==> src/rtl/regfile_scoreboard.sv <==
// regfile_scoreboard: register file with per-register busy bits for issue scoreboarding.
// Define REGFILE_BYPASS_EN to forward same-cycle writeback data to the read ports.
module regfile_scoreboard #(
  parameter int XLEN = 32,
  parameter int NREG = 32,
  localparam int AW = $clog2(NREG)
) (
  input  logic            clk,
  input  logic            rst_n,
  input  logic [AW-1:0]   ra1,
  input  logic [AW-1:0]   ra2,
  output logic [XLEN-1:0] rd1,
  output logic [XLEN-1:0] rd2,
  output logic            busy1,
  output logic            busy2,
  input  logic [AW-1:0]   wa,
  input  logic [XLEN-1:0] wd,
  input  logic            wen,
  input  logic            iss_en,
  input  logic [AW-1:0]   iss_rd,
  output logic            iss_ok,
  output logic [AW:0]     nbusy
);
  logic [XLEN-1:0] regs [NREG];
  logic [NREG-1:0] busy;
  logic            wr, set_inc, clr_dec, byp1, byp2;
  logic [AW:0]     nbusy_n;
  assign wr = wen && wa != '0;
  assign iss_ok = iss_en && (iss_rd == '0 || !busy[iss_rd] || (wen && wa == iss_rd));
`ifdef REGFILE_BYPASS_EN
  assign byp1 = wr && wa == ra1;
  assign byp2 = wr && wa == ra2;
`else
  assign byp1 = 1'b0;
  assign byp2 = 1'b0;
`endif
  always_comb begin
    rd1   = byp1 ? wd : (ra1 == '0 ? '0 : regs[ra1]);
    rd2   = byp2 ? wd : (ra2 == '0 ? '0 : regs[ra2]);
    busy1 = busy[ra1] && !byp1;
    busy2 = busy[ra2] && !byp2;
  end
  // An issue to an already-busy register adds nothing; a write whose clear is overridden by a same-index issue removes nothing.
  assign set_inc = iss_ok && iss_rd != '0 && !busy[iss_rd];
  assign clr_dec = wr && busy[wa] && !(iss_ok && iss_rd == wa);
  assign nbusy_n = nbusy + {{AW{1'b0}}, set_inc} - {{AW{1'b0}}, clr_dec};
  always_ff @(posedge clk) begin
    if (!rst_n) begin
      for (int i = 0; i < NREG; i++) regs[i] <= '0;
      busy  <= '0;
      nbusy <= '0;
    end else begin
      if (wr) begin
        regs[wa] <= wd;
        busy[wa] <= 1'b0;
      end
      if (iss_ok && iss_rd != '0) busy[iss_rd] <= 1'b1;
      nbusy <= nbusy_n;
    end
  end
endmodule

==> config.mk <==
export PLATFORM = sky130hd
export DESIGN_NAME = regfile_scoreboard
export DESIGN_NICKNAME = d
export VERILOG_FILES = /design/src/rtl/regfile_scoreboard.sv
export SDC_FILE = /design/constraint.sdc
export NUM_CORES = 2
export LEC_CHECK = 0
export BUFFER_PORTS_ARGS = -buffer_cell sky130_fd_sc_hd__buf_2
export CAP_MARGIN = 20
export CORE_ASPECT_RATIO = 0.7
export CORE_MARGIN = 2
export CORE_UTILIZATION = 61
export DETAILED_ROUTE_END_ITERATION = 7
export HOLD_SLACK_MARGIN = 0.12
export PLACE_DENSITY = 0.76
export SETUP_SLACK_MARGIN = 0.1
export SYNTH_ARGS = -nofsm -noshare
export SYNTH_HDL_FRONTEND = slang
export SYNTH_SLANG_ARGS = --single-unit
==> constraint.sdc <==
create_clock -name clk -period 4.8 [get_ports clk]
set_input_delay 0.24 -clock clk [delete_from_list [all_inputs] [get_ports clk]]
set_output_delay 0.24 -clock clk [all_outputs]
set_load 0.02 [all_outputs]
Word-level counts from Yosys, hierarchy flattened. Memories as Yosys holds them, arrays and structs flattened. Cells that the tools add are included.

Memory bits (writable): 1024. Flip-flop bits (word level): 38. Memories kept: 1. Output and inout bits: 73. Input port bits: 56.

Reductions and logical operators: 20. Eq/ne operators: 2. Multiplexer cells: 24. Add/subtract/negate cells: 2. Bitwise operators: 3. $lt $le $gt $ge: 6.

Memory list: regs (depth 32, bits a word 32, rd ports 2, clocked after memory_dff 0, wr ports 32, line 24) `logic [XLEN-1:0] regs [NREG];`.

Operators with widths (count): 32-bit 2-to-1 mux (6); 32-bit bitwise AND (1); 32-bit NOT (1); 32-bit OR (1); 32-bit OR reduction (1); 5-bit by 6-bit less-than comparator with 1-bit output, second input constant (4); 1-bit binary-select mux with 5-bit select (4); 5-bit logical NOT (3); 1-bit 2-to-1 mux (11); 1-bit demux with 5-bit select (2); 5-bit equality test (2); 5-bit by 1-bit >= comparator with 1-bit output, second input constant (2); 1-bit logical AND (10); 5-bit nonzero test (2); 6-bit by 1-bit adder with 6-bit output (1); 6-bit by 1-bit subtractor with 6-bit output (1); 5-bit 2-to-1 mux (1); 1-bit logical NOT (2); 1-bit logical OR (2).

Logic depth before layout (Yosys ltp).
Word-level depth: 10. Mapped depth: 16. Gate-level depth less buffers: 14.

Worst setup path after synthesis. Ideal clock, no wire load.

Path type: input-to-reg. Start: input wa[1]. End: memory regs[11][0], enable pin. Slack: 0.858 ns. Buffers on the path: 3. Arrival time: 3.474 ns. Cell stages on the path: 5. Setup time: 0.468 ns. Path through: buf_2 > buf_2 > buf_2 > nand3_1 > o21ai_0.

RTL lines: start: declaration (line 16) `input logic [AW-1:0] wa,`; end: declaration (line 24).

Worst setup path in the final report.
Start: register busy[18]. End: output iss_ok.

Longest elaborated chain between the ends: 6.

RTL lines: start: declaration (line 25) `logic [NREG-1:0] busy;`; start signal: assignment (line 50) `busy <= '0;`; start signal: indexed assignment (line 55) `busy[wa] <= 1'b0;`; start signal: indexed assignment (line 57) `if (iss_ok && iss_rd != '0) busy[iss_rd] <= 1'b1;`; 1-bit binary-select mux with 5-bit select (line 29) `assign iss_ok = iss_en && (iss_rd == '0 || !busy[iss_rd] || (wen && wa == iss_rd));`; 1-bit 2-to-1 mux (implied by the code) (line 29); 1-bit logical NOT (line 29); 1-bit logical OR (2 in a row) (line 29); 1-bit logical AND (line 29); end: declaration (line 21) `output logic iss_ok,`.

Every way passes these cells. The select of a mux whose other input is x is not followed.

==> results_dict.tcl <==
set metrics [dict create \
    status "complete, no violations" \
    cts.sinks 1062 \
    rsz0062_at_grt "false" \
    startpoint_type "flip-flop" \
    setup-tns-final_ns 0 \
    vias 35500 \
    antenna_found_initial 13 \
    regToRegSetupSlack_ns 1.54 \
    ys_seq_area_share_pct 55.3 \
    total_power_mw 21.8 \
    hpwl_mm 103 \
    mostFrequentLayoutCell "edfxtp_1" \
    crit_fanout 17 \
    worstSkewPairLatency_ns 0.71 \
    hold_viol_final 0 \
    cts_tree "yes" \
    finClkSkew_ns 0.0117 \
    tightest_slew_ns 1.28 \
    postPlaceCellArea_um2 59400 \
    post-route-period-util_pct 68.5 \
    hold_depth 2 \
    power.density_nw_per_um2 348 \
    grt_start_max_net_pins 69 \
    required_ns 4.56 \
    syn_area_um2 57000 \
    clk_path_buf_depth 3 \
    cts.repair.resized 0 \
    min_period_ns 3.29 \
    grt_pass1_wl_mm 250 \
    dp_slack_ns 0.975 \
    crit_end "iss_ok" \
    slew_headroom_pct 14.8 \
    rows 93 \
    r2r-start "busy[21]" \
    dr.first_iter.drc_count 6031 \
    crit_start "busy[18]" \
    setup-violations-final 0 \
    ys_warn_count 0 \
    numCtsBuffers 100 \
    setup_slack_ns 1.51 \
    final_nets 3693 \
    setup.worst_path.class "flip-flop to output port" \
    maxSlewViolCount 0 \
    synth-async-reset-ratio_pct 0 \
    timing.rr.end "nbusy[5]" \
    peakVddDrop_uv 281 \
    port_buffers 128 \
    synth_cell_type_count 48 \
    clk_pin_slew_worst_paths_ns 0.07 \
    firstDrtPassIters 5 \
    leakagePower_nw 21.5 \
    areaGrowthSynthToFinish_pct 10.1 \
    ant_nets 0 \
    drive_gt1_share_pct 30.2 \
    synth_edf_count 1024 \
    cp_data_arrival_time_ns 3.05 \
    synth.ff_latch_count 1062 \
    r2r_cells 13 \
    syn_area_per_cell_um2 15.8 \
    cts_root_buf "clkbuf_16" \
    fmax_mhz 304 \
    cp-end-kind "output port" \
    grt_use_total_pct 37.0 \
    wl_per_cell_um 35.1 \
    die_x_um 369 \
    maxCapViolCount 0 \
    mostFrequentLayoutCells "edfxtp_1 (1024), and2_1 (995), mux4_2 (660), buf_2 (119), nand2_1 (113)" \
    grt_pass1_vias 36000 \
    routed_wl_mm 174 \
    viasPerCell 7.17 \
    io_pins 129 \
    hold_class "primary input to flip-flop" \
    design.core.area_um2 92300 \
    finalWeightedCongestion 0.923 \
    synth_cells 3616 \
    start_util_pct 61.7 \
    die_area_um2 95900 \
    synthFlopType "edfxtp_1" \
    die_h_um 260 \
    grt-ovfl-total 0 \
    fin_area_um2 62700 \
    drc_errors 0 \
    ctsHtreeMaxLevel 3 \
]
how the worst min path moves through the flow:
stage	from	end	slack (ns)
after floorplan	wd[31]	regs[1][31]	0.44
after global placement	busy[21]	busy[21]	0.51
final	wd[11]	regs[2][11]	0.15
after detailed placement	busy[31]	busy[31]	0.51
after CTS	wd[11]	regs[2][11]	0.13
after global routing	wd[21]	regs[27][21]	0.16
what timing repair did:
action	CTS	global route
setup buffers	0	0
hold buffers	13	0
endpoints found under the hold margin	103	0
flip-flops by register name (all words and copies together), names as in the netlist:
| signal | count |
|---|---|
| regs | 1024 |
| busy | 32 |
| nbusy | 6 |
per-stage QoR:
step / instances / util, % / hold slack (ns)
5_1_grt: 4949 / 68.0 / 0.159
2_1_floorplan: 3647 / - / 0.438
3_3_place_gp: 4746 / 64.3 / 0.509
4_1_cts: 4946 / 67.9 / 0.125
3_5_place_dp: 4748 / 64.4 / 0.508
6_report: 4954 / 68.0 / 0.155
worst max-delay path: stages, from the launching register on:
cell,delay (ns)
dfxtp_1,0.41
mux2i_1,0.15
o32ai_1,0.30
mux2i_1,0.15
a31oi_2,0.75
buf_4,0.36
nor2b_1,0.08
buf_2,0.16
synthesized netlist by cell type, types with 8 or more instances:
library cell / count / share of area, %
nand3b_1: 10 / 0.13
o21ai_1: 65 / 0.57
buf_4: 22 / 0.29
nand2_1: 113 / 0.74
and2_1: 995 / 11
o21ai_0: 33 / 0.29
clkbuf_1: 247 / 1.6
buf_1: 25 / 0.16
buf_6: 8 / 0.16
nand3_1: 8 / 0.070
dfxtp_1: 38 / 1.3
nor2_1: 47 / 0.31
inv_1: 108 / 0.71
mux4_2: 660 / 26
o22ai_1: 36 / 0.40
mux2i_1: 34 / 0.60
edfxtp_1: 1024 / 54
buf_2: 79 / 0.69
routing by layer:
metal  track usage [%]  vias up  share of wire (%)
li1                  -    13900                  -
met1              51.2    18200                 35
met2              57.0     2897                 47
met3              9.52      500                 14
met4              15.1        6                4.6
met5                 0        -              0.021
cell type report:
| type | instances | area (um2) |
|---|---|---|
| Tap cell | 1235 | 1550 |
| Multi-Input combinational cell | 2096 | 24100 |
| Sequential cell | 1062 | 31500 |
| Clock buffer | 127 | 2690 |
| Clock inverter | 58 | 447 |
| Timing Repair Buffer | 262 | 2060 |
| Antenna cell | 6 | 15.0 |
| Inverter | 108 | 405 |
| Fill cell | 5986 | 29500 |
cells by family (layout without fill, tap and decap cells):
| logic type | Yosys count | count (layout) | synth area share [%] |
|---|---|---|---|
| flip-flops | 1062 | 1062 | 55.3 |
| other | 1 | 38 | 0.00658 |
| AO/OA/AOI/OAI | 155 | 155 | 1.55 |
| adder cells (fa/ha/maj) | 7 | 7 | 0.167 |
| XOR/XNOR | 9 | 9 | 0.138 |
| multiplexers | 694 | 694 | 26.7 |
| AND/OR/NAND/NOR | 1199 | 1199 | 12.5 |
| buffers and inverters | 489 | 555 | 3.65 |
report_power, final:
part | internal, mW | total (mW) | switching [mW]
Combinational | 1.31 | 3.04 | 1.74
Clock | 4.28 | 7.82 | 3.54
Sequential | 10.7 | 11.0 | 0.273
Total | 16.3 | 21.8 | 5.55
(Power assumes the default switching activity.)
